$ cat src/rtl/jpeg_sof_ctrl.sv
// SOF0 baseline frame header sequencer: walks length, resolution and three component records.
// Define JPEG_SOF_CHECK_EN to enable header validation and the ERR state.
`ifndef STATE_RST
`define STATE_RST 4'd1
`endif
`ifndef STATE_SOF
`define STATE_SOF 4'd2
`endif

module jpeg_sof_ctrl #(
    parameter int SIZE_BITS = 16,
    parameter int RESO_BITS = 48,
    parameter int COMP_BITS = 24
) (
    input  logic        clk,
    input  logic        rst,
    input  logic [3:0]  state,
    input  logic        bit_avali,
    input  logic [63:0] bit_out,
    output logic [2:0]  sof_state,
    output logic        bit_shift,
    output logic [6:0]  bit_len,
    output logic        sof_busy,
    output logic        sof_done,
    output logic        sof_err
);

    typedef enum logic [2:0] {
        S_IDLE = 3'd0,
        S_SIZE = 3'd1,
        S_RESO = 3'd2,
        S_Y    = 3'd3,
        S_CR   = 3'd4,
        S_CB   = 3'd5,
        S_DONE = 3'd6,
        S_ERR  = 3'd7
    } sof_st_t;

    sof_st_t state_r;
    sof_st_t next_s;
    logic    in_sof_s;
    logic    soft_clr_s;
    logic    consuming_s;
    logic    consume_s;
    logic    check_fail_s;
    logic    done_r;
    logic    busy_r;

    // Successor of each consuming phase in the normal header order.
    function automatic sof_st_t next_field(input sof_st_t cur);
        case (cur)
            S_SIZE:  next_field = S_RESO;
            S_RESO:  next_field = S_Y;
            S_Y:     next_field = S_CR;
            S_CR:    next_field = S_CB;
            S_CB:    next_field = S_DONE;
            default: next_field = S_IDLE;
        endcase
    endfunction

    assign in_sof_s    = (state == `STATE_SOF);
    assign soft_clr_s  = (state == `STATE_RST);
    assign consuming_s = (state_r == S_SIZE) || (state_r == S_RESO) || (state_r == S_Y) ||
                         (state_r == S_CR) || (state_r == S_CB);
    // Reset, soft clear and abort all suppress the consume in the same cycle.
    assign consume_s   = consuming_s && bit_avali && in_sof_s && !rst;

`ifdef JPEG_SOF_CHECK_EN
    logic [15:0] len_q;
    logic        err_r;
    logic        unused_s;

    function automatic logic reso_ok(input logic [47:0] reso, input logic [15:0] len);
        reso_ok = (reso[47:40] == 8'd8) && (reso[7:0] == 8'd3) && (len == 16'd17) &&
                  (reso[39:24] != 16'd0) && (reso[23:8] != 16'd0);
    endfunction

    function automatic logic y_factor_ok(input logic [7:0] factor);
        y_factor_ok = (factor == 8'h11) || (factor == 8'h22);
    endfunction

    assign unused_s = ^bit_out[15:0];

    // Length field capture, cleared by either reset source.
    always_ff @(posedge clk) begin
        if (rst || soft_clr_s) begin
            len_q <= 16'd0;
        end else if (consume_s && (state_r == S_SIZE)) begin
            len_q <= bit_out[63:48];
        end else begin
            len_q <= len_q;
        end
    end

    // Field validation on the window being consumed this cycle.
    always_comb begin
        check_fail_s = 1'b0;
        case (state_r)
            S_RESO:     check_fail_s = !reso_ok(bit_out[63:16], len_q);
            S_Y:        check_fail_s = !y_factor_ok(bit_out[55:48]);
            S_CR, S_CB: check_fail_s = (bit_out[55:48] != 8'h11);
            default:    check_fail_s = 1'b0;
        endcase
    end

    // Error level register.
    always_ff @(posedge clk) begin
        if (rst) begin
            err_r <= 1'b0;
        end else begin
            err_r <= (next_s == S_ERR);
        end
    end

    assign sof_err = err_r;
`else
    logic unused_s;

    assign unused_s     = ^bit_out;
    assign check_fail_s = 1'b0;
    assign sof_err      = 1'b0;
`endif

    // State register.
    always_ff @(posedge clk) begin
        if (rst) begin
            state_r <= S_IDLE;
        end else begin
            state_r <= next_s;
        end
    end

    // Next-state logic; the soft clear outranks every other transition.
    always_comb begin
        next_s = state_r;
        if (soft_clr_s) begin
            next_s = S_IDLE;
        end else begin
            case (state_r)
                S_IDLE: begin
                    if (in_sof_s) next_s = S_SIZE;
                    else          next_s = S_IDLE;
                end
                S_SIZE, S_RESO, S_Y, S_CR, S_CB: begin
                    if (!in_sof_s)         next_s = S_IDLE;
                    else if (!bit_avali)   next_s = state_r;
                    else if (check_fail_s) next_s = S_ERR;
                    else                   next_s = next_field(state_r);
                end
                S_DONE: begin
                    if (in_sof_s) next_s = S_DONE;
                    else          next_s = S_IDLE;
                end
                S_ERR:   next_s = S_ERR;
                default: next_s = S_IDLE;
            endcase
        end
    end

    // Consume request and length toward the bit buffer.
    always_comb begin
        bit_len = 7'd0;
        if (consume_s) begin
            case (state_r)
                S_SIZE:           bit_len = 7'(SIZE_BITS);
                S_RESO:           bit_len = 7'(RESO_BITS);
                S_Y, S_CR, S_CB:  bit_len = 7'(COMP_BITS);
                default:          bit_len = 7'd0;
            endcase
        end else begin
            bit_len = 7'd0;
        end
    end

    assign bit_shift = consume_s;

    // Registered status flags derived from the upcoming state.
    always_ff @(posedge clk) begin
        if (rst) begin
            done_r <= 1'b0;
            busy_r <= 1'b0;
        end else begin
            done_r <= (next_s == S_DONE) && (state_r != S_DONE);
            busy_r <= (next_s == S_SIZE) || (next_s == S_RESO) || (next_s == S_Y) ||
                      (next_s == S_CR) || (next_s == S_CB);
        end
    end

    assign sof_state = state_r;
    assign sof_busy  = busy_r;
    assign sof_done  = done_r;

endmodule

$ cat config.mk
export PLATFORM = sky130hd
export DESIGN_NAME = jpeg_sof_ctrl
export DESIGN_NICKNAME = d
export VERILOG_FILES = /design/src/rtl/jpeg_sof_ctrl.sv
export SDC_FILE = /design/constraint.sdc
export NUM_CORES = 1
export LEC_CHECK = 0
export ABC_AREA = 1
export CORE_UTILIZATION = 22
export CTS_CLUSTER_DIAMETER = 80
export DETAILED_ROUTE_END_ITERATION = 7
export GPL_TIMING_DRIVEN = 0
export MAX_ROUTING_LAYER = met4
export PLACE_DENSITY_LB_ADDON = 0.1
export SLEW_MARGIN = 20
export SYNTH_ARGS = -nofsm -noshare
export SYNTH_HDL_FRONTEND = slang
export SYNTH_SLANG_ARGS = --single-unit
$ cat constraint.sdc
create_clock -name clk -period 2.7 [get_ports clk]
set_input_delay 0.27 -clock clk [delete_from_list [all_inputs] [get_ports clk]]
set_output_delay 0.27 -clock clk [all_outputs]
set_load 0.01 [all_outputs]
==> qor.yml, run 1 <==
stdcell_count: 133
cap_violations: 0
clockPowerShare_pct: 43.9
regToRegEndpoint: "sof_busy$_SDFF_PP0_"
cts_tree: "built"
layout.nets: 180
whs_ps: 746.0
ys_seq_area_share_pct: 20.41
gp_congestion: 0.8218
ff2ff_path_depth: 12
cts_buffers: 3
switching_share_pct: 21.61
p_switching_mw: 0.04028
yosysWarnings: 0
power_density_nw_per_um2: 260.4
io_pins: 85
skew_ps: 1.198
holdPathEnd: "sof_state[0]$_SDFF_PP0_"
dp_hpwl_um: 868.3
hp-class: "in2reg"
r2r_start: "sof_state[1]$_SDFF_PP0_"
worstHoldPathCells: 2
place.port_buffers: 15
finalHoldViolations: 0
firstDrtPassIters: 2
grt_usage_pct: 10.51
drt_first_iter_violations: 3
grt_pass1_wl_mm: 1.959
die_w_um: 49.22
period_needed_ps: 2301
areaGrowthSynthToFinish_pct: 45.92
max_freq_ghz: 0.4346
worstSetupStartpointType: "input pin"
crit_fanout: 4
fin_total_pwr_mw: 0.1864
clock_latency_ps: 230
final_common_cell: "nand2_1"
grt_start_max_net_pins: 9
drcViolationCount: 0
initial_utilization_pct: 24.26
drv_slew: 0
die-area_um2: 2422
antenna_left: 0
pre_cts_ws_ps: 371.8
via_per_inst: 3.895
peakVddDrop_uv: 120.2
synth-seq-cells: 5
worst_slack_ps: 399.1
clock-sinks: 5
synth_area_um2: 490.5
crit_type: "in2out"
cts_setup_buffers: 0
netlist_instances: 83
fin_tns_setup_ps: 0
min_from: "rst"
rsz0062_at_grt: "false"
globalRouteOverflowTotal: 0
final_cell_mix: "25 x nand2_1, 15 x clkdlybuf4s50_1, 11 x nor2_1, 11 x nand3_1, 9 x inv_1"
hold_buffers: 0
fin_crit_sh_pct: 85.22
reg2reg_slack_ps: 1110
synth_area_per_cell_um2: 5.909
endpoint_kind: "primary output"
p_seq_share_pct: 40.4
diodes: 0
cp.arrival_ps: 2030
clockBufferDepth: 2
p_leak_nw: 0.3526
core_area_um2: 2022
cell_internal_pwr_mw: 0.1461
final_cell_area_um2: 715.7
placed_area_um2: 689.4
dr_total_vias: 518
cts-root-buf: "clkbuf_4"
finalSetupViolCount: 0
status: "finished, final reports clean"
die_h_um: 49.22
fin_util_pct: 35.40
layout-drive-gt1-share_pct: 15.09
grt_antenna_before_repair: 0
h-tree-depth: 1
wl_per_cell_um: 7.639
cp.required_ps: 2430
post-place-cells: 129
clkTransAtPathRegs_ps: 40
cts-resized-gates: 0
grt_pass1_vias: 471
fp-row-count: 16
p_comb_share_pct: 15.6
routed_wirelength_mm: 1.016
synth_cell_types: 20
==> per-layer routing <==
metal	track usage, %	vias to the layer above	wire, µm
li1	-	293	-
met5	-	-	0
met1	13.68	214	508
met4	4.412	0	0
met2	15.53	11	473
met3	2.181	0	35
==> worst max-delay path by stage <==
stage	from	to	slack, ps	cells after the start
after floorplan	sof_state[0]$_SDFF_PP0_	bit_len[3]	1150	6
after global placement	state[1]	bit_len[3]	390	10
after detailed placement	state[1]	bit_len[3]	370	10
after CTS	state[1]	bit_len[3]	360	10
after global routing	state[1]	bit_len[3]	190	10
final	state[1]	bit_len[3]	400	10
==> state kept, by name, summed over array words and instances, names as in the netlist <==
signal	cells
sof_busy	1
sof_state	3
sof_done	1
==> power by group through the flow <==
| stage | logic (mW) | registers [mW] | clock network [mW] |
|---|---|---|---|
| final | 0.0291 | 0.0753 | 0.0819 |
| after global placement | 0.0290 | 0.0766 | 0 |
| after floorplan | 0.0160 | 0.0767 | 0 |
| after global routing | 0.0329 | 0.0752 | 0.0928 |
| after CTS | 0.0293 | 0.0753 | 0.0860 |
| after detailed placement | 0.0292 | 0.0766 | 0 |
==> cells in the mapped netlist <==
master | n | share of area [%]
inv_4 | 1 | 1.3
inv_2 | 2 | 1.5
nor2_1 | 11 | 8.4
nor3_1 | 1 | 1.0
nand2_1 | 25 | 19
nor4_1 | 1 | 1.3
ha_1 | 2 | 5.1
dfxtp_1 | 5 | 20
buf_4 | 5 | 7.7
nor3_2 | 2 | 4.1
buf_6 | 1 | 2.3
a21oi_2 | 1 | 1.8
nand3_2 | 1 | 2.0
clkinv_1 | 1 | 0.76
o21a_1 | 1 | 1.5
nand3_1 | 11 | 11
conb_1 | 1 | 0.76
xnor2_1 | 1 | 1.8
o21ai_0 | 1 | 1.0
inv_1 | 9 | 6.9
==> kinds of logic after synthesis <==
logic type / synth area share (%)
AO/OA/AOI/OAI: 4.337
buffers and inverters: 20.41
other: 0.7646
flip-flops: 20.41
XOR/XNOR: 1.786
AND/OR/NAND/NOR: 47.19
adder cells (fa/ha/maj): 5.101
==> layout make-up <==
type	instances	area [µm²]
timing repair buffer	15	150.1
clock buffer	4	26.28
fill	229	1306
sequential	5	100.1
multi-input combinational	63	305.3
buffer	6	48.80
tap	27	33.78
inverter	13	51.30
==> critical path: stages <==
cell and delay (ps):
clkdlybuf4s50_1 450, inv_1 40, nor2_1 80, nand2_1 110
a21oi_2 180, inv_1 100, nor3_2 150, nand2_1 70
inv_1 50, clkdlybuf4s50_1 520
Note: power is estimated with default switching activity, not from simulation.
==> inputs of run 2 (changes only) <==
==> constraint.sdc (replaced) <==
create_clock -name clk -period 2.7 [get_ports clk]
set_input_delay 0.54 -clock clk [delete_from_list [all_inputs] [get_ports clk]]
set_output_delay 0.54 -clock clk [all_outputs]
set_load 0.01 [all_outputs]
==> qor.yml, run 2 (synthesis results as in run 1) <==
fin_tns_setup_ps: 0
grt_usage_pct: 10.97
final_common_cell: "nand2_1"
firstDrtPassIters: 4
post-place-cells: 129
switching_share_pct: 21.77
die-area_um2: 2422
layout.nets: 182
drv_slew: 0
crit_buf_inv: 5
clock-sinks: 5
reg2reg_slack_ps: 1100
placed_area_um2: 689.4
areaGrowthSynthToFinish_pct: 48.47
cts-root-buf: "clkbuf_4"
grt_pass1_vias: 493
critPathSlowestCell: "clkdlybuf4s50_1"
cell_internal_pwr_mw: 0.1462
grt_pass1_wl_mm: 2.042
crit_chain: "clkdlybuf4s50_1 -> inv_1 -> nor2_1 -> nand2_2 -> a21oi_2 -> inv_1 -> nor3_2 -> nand2_1 -> inv_1 -> dlygate4sd2_1"
stdcell_count: 135
finalHoldViolations: 0
clockPowerShare_pct: 43.9
finalSetupViolCount: 0
fin_crit_sh_pct: 92.71
endpoint_kind: "primary output"
skew_ps: 1.214
p_switching_mw: 0.04071
diodes: 0
cap_violations: 0
h-tree-depth: 1
ff2ff_path_depth: 12
p_comb_share_pct: 15.8
gp_congestion: 0.8218
critical_path_depth: 10
p_leak_nw: 0.3837
wl_per_cell_um: 7.830
period_needed_ps: 2503
cts_buffers: 3
fp-row-count: 16
initial_utilization_pct: 24.26
final_cell_area_um2: 728.2
max_freq_ghz: 0.3995
cp.required_ps: 2160
hp-class: "reg2reg"
dp_hpwl_um: 868.3
cp.arrival_ps: 1960
crit_type: "in2out"
grt_start_max_net_pins: 9
io_pins: 85
status: "finished, final reports clean"
place.port_buffers: 15
crit_fanout: 3
worstHoldPathCells: 4
dr_total_vias: 518
globalRouteOverflowTotal: 0
layout-drive-gt1-share_pct: 17.59
clock_latency_ps: 230
cts_tree: "built"
die_w_um: 49.22
via_per_inst: 3.837
final_cell_mix: "24 x nand2_1, 11 x nor2_1, 11 x nand3_1, 11 x clkdlybuf4s50_1, 9 x inv_1"
power_density_nw_per_um2: 256.7
core_area_um2: 2022
cp_common_cell: "inv_1"
p_seq_share_pct: 40.3
hold_buffers: 0
crit_family: "buffers and inverters"
routed_wirelength_mm: 1.057
grt_antenna_before_repair: 0
antenna_left: 0
worstSetupStartpointType: "input pin"
drcViolationCount: 0
drt_first_iter_violations: 6
clockBufferDepth: 2
clkTransAtPathRegs_ps: 40
rsz0062_at_grt: "false"
peakVddDrop_uv: 120.5
die_h_um: 49.22
critPathMaxStageDelay_ps: 450
largest_reg_flops: 3
## run 2: cell count changes in the layout (fill, tap and decap cells not counted)
cell | before | now
dlygate4sd2_1 | 0 | 4
clkdlybuf4s50_1 | 15 | 11
nand2_2 | 0 | 1
nand2_1 | 25 | 24
buf_4 | 5 | 7
## run 2: area by class of cell
| class | count | area (µm²) |
|---|---|---|
| multi-input combinational | 63 | 307.8 |
| buffer | 6 | 48.80 |
| clock buffer | 4 | 26.28 |
| inverter | 13 | 51.30 |
| tap | 27 | 33.78 |
| timing repair buffer | 17 | 160.2 |
| fill | 231 | 1294 |
| sequential | 5 | 100.1 |
## run 2: layer usage
metal / vias to the layer above / wire (µm) / track usage [%]
met5: - / 0 / -
met4: 0 / 0 / 4.412
met3: 0 / 35 / 2.181
met2: 11 / 501 / 16.89
met1: 212 / 520 / 13.86
li1: 295 / - / -
## run 2: worst paths after layout
check | startpoint | end
hold / removal | sof_state[0]$_SDFF_PP0_ | sof_done$_SDFF_PP0_
setup reg to reg | sof_state[1]$_SDFF_PP0_ | sof_busy$_SDFF_PP0_
hold reg to reg | sof_state[0]$_SDFF_PP0_ | sof_done$_SDFF_PP0_
setup / recovery | state[1] | bit_len[3]
## run 2: what timing repair did
item,CTS,global route
resized for setup,4,1
setup buffers,1,1
setup endpoints to repair,4,1
pin swaps,1,1
## run 2: power groups by stage
stage          Sequential, mW  Clock [mW]  Combinational (mW)
5_1_grt                0.0752      0.0928              0.0333
3_5_place_dp           0.0766           0              0.0292
2_1_floorplan          0.0767           0              0.0160
3_3_place_gp           0.0766           0              0.0290
6_report               0.0753      0.0820              0.0296
4_1_cts                0.0753      0.0860              0.0293
## run 2: worst min-delay path: stages (launching register included)
cell and delay [ps]:
dfxtp_1 390, nor3_2 210, inv_1 80, nand3_1 80, nor2_1 40
## run 2: per-stage QoR
stage / hold slack [ps] / utilization [%] / setup WS, ps / power (mW)
floorplan: 612.4 / - / 792.6 / 0.09273
global placement: 843.0 / 34.10 / -147.4 / 0.1056
detailed placement: 827.0 / 34.10 / -168.2 / 0.1058
CTS: 836.3 / 35.52 / 95.58 / 0.1906
global route: 918.6 / 36.01 / 29.26 / 0.2014
finish: 833.2 / 36.01 / 196.8 / 0.1870
==> inputs of run 3 (changes only) <==
PLACE_DENSITY = 0.92   (was unset)
PLACE_DENSITY_LB_ADDON = unset   (was 0.1)
==> qor.yml, run 3 (synthesis results as in run 1) <==
status: "finished, final reports clean"
min_from: "sof_state[0]$_SDFF_PP0_"
skew_ps: 2.710
die_w_um: 49.22
period_needed_ps: 2539
cp.arrival_ps: 2000
final_common_cell: "nand2_1"
diodes: 0
dr_total_vias: 552
p_seq_share_pct: 40.1
drcViolationCount: 0
layout-drive-gt1-share_pct: 16.82
top_layer_used: "met4"
whs_ps: 828.2
rsz0062_at_grt: "false"
wl_met3_um: 49
hp-class: "reg2reg"
holdPathEnd: "sof_done$_SDFF_PP0_"
fin_tns_setup_ps: 0
gp_congestion: 0.8772
switching_share_pct: 22.18
globalRouteOverflowTotal: 0
initial_utilization_pct: 24.26
die-area_um2: 2422
firstDrtPassIters: 4
peakVddDrop_uv: 247.8
cts_buffers: 3
worstSetupStartpointType: "input pin"
cts_tree: "built"
fin_crit_sh_pct: 94.04
via_per_inst: 4.119
routed_wirelength_mm: 1.081
finalHoldViolations: 0
layout.nets: 181
core_area_um2: 2022
clock-sinks: 5
routed-wl-met2_um: 526
antenna_left: 0
cap_violations: 0
clockPowerShare_pct: 43.8
fill_cells: 202
cp.required_ps: 2160
drt-met1-wl_um: 491
drv_slew: 0
ff2ff_path_depth: 12
clock_latency_ps: 230
fp-row-count: 16
cts-root-buf: "clkbuf_4"
endpoint_kind: "primary output"
grt_usage_pct: 10.45
reg2reg_slack_ps: 1150
max_freq_ghz: 0.3938
finalSetupViolCount: 0
regToRegEndpoint: "sof_busy$_SDFF_PP0_"
io_pins: 85
wl_per_cell_um: 8.067
clkTransAtPathRegs_ps: 40
h-tree-depth: 1
cell_internal_pwr_mw: 0.1463
areaGrowthSynthToFinish_pct: 48.98
grt_pass1_wl_mm: 1.932
final_cell_mix: "25 x nand2_1, 11 x nand3_1, 11 x clkdlybuf4s50_1"
place.port_buffers: 15
r2r_start: "sof_state[1]$_SDFF_PP0_"
clockBufferDepth: 2
grt_antenna_before_repair: 0
crit_fanout: 3
crit_type: "in2out"
p_switching_mw: 0.04169
p_leak_nw: 0.3941
drt_first_iter_violations: 13
fin_total_pwr_mw: 0.1880
die_h_um: 49.22
p_comb_share_pct: 16.2
dp_hpwl_um: 853.4
grt_pass1_vias: 479
power_density_nw_per_um2: 257.3
largest_reg_flops: 3
grt_start_max_net_pins: 9
worstHoldPathCells: 4
==> run 3: worst max-delay path by stage <==
stage,startpoint,endpoint,slack (ps),depth (start not counted)
after floorplan,state[3],bit_len[3],790,7
after global routing,state[1],bit_len[3],7,10
after global placement,state[1],bit_len[3],-160,10
after CTS,state[1],bit_len[4],10,8
final,state[1],bit_len[3],160,10
after detailed placement,state[3],bit_len[3],-180,9
==> run 3: worst max-delay path, cell delays in order <==
cell             delay (ps)
clkdlybuf4s50_1         450
inv_1                    40
nor2_1                   80
nand2_1                 100
a21oi_2                 150
inv_1                   100
nor3_4                  150
nand2_1                  70
inv_1                    50
dlygate4sd2_1           260
==> run 3: area by class of cell <==
class | count | area [µm²] | area share [%]
clock buffers | 4 | 26.28 | 3.596
repair buffers | 16 | 156.4 | 21.40
plain buffers | 6 | 48.80 | 6.678
flip-flops and latches | 5 | 100.1 | 13.70
multi-input cells | 63 | 314.1 | 42.98
inverters | 13 | 51.30 | 7.021
well taps | 27 | 33.78 | 4.623
==> run 3: power by group through the flow <==
stage | combinational, mW | clock (mW) | sequential (mW)
6_report | 0.0304 | 0.0823 | 0.0753
5_1_grt | 0.0331 | 0.0904 | 0.0753
4_1_cts | 0.0296 | 0.0835 | 0.0753
3_5_place_dp | 0.0289 | 0 | 0.0766
3_3_place_gp | 0.0285 | 0 | 0.0766
2_1_floorplan | 0.0160 | 0 | 0.0767
==> run 3: per-layer routing <==
metal | vias to the layer above | GRT usage (%)
met1 | 233 | 12.41
met5 | - | -
met3 | 2 | 2.181
met4 | 0 | 3.922
li1 | 296 | -
met2 | 21 | 17.12
==> run 3: repair_timing <==
item                                    in CTS  in global routing
hold buffers                                 0                  0
gates resized for setup                      4                  2
endpoints found under the hold margin        0                  0
setup buffers                                1                  0
endpoints found under the setup margin       4                  2
pin swaps                                    1                  1
==> run 3: metrics by stage <==
| stage | setup WS, ps | std cells | cell area (µm²) | util, % |
|---|---|---|---|---|
| detailed placement | -176.7 | 129 | 689.4 | 34.10 |
| floorplan | 792.6 | 87 | 505.5 | - |
| global route | 7.015 | 134 | 730.7 | 36.14 |
| CTS | 14.56 | 134 | 721.9 | 35.71 |
| global placement | -159.4 | 129 | 689.4 | 34.10 |
| finish | 160.9 | 134 | 730.7 | 36.14 |
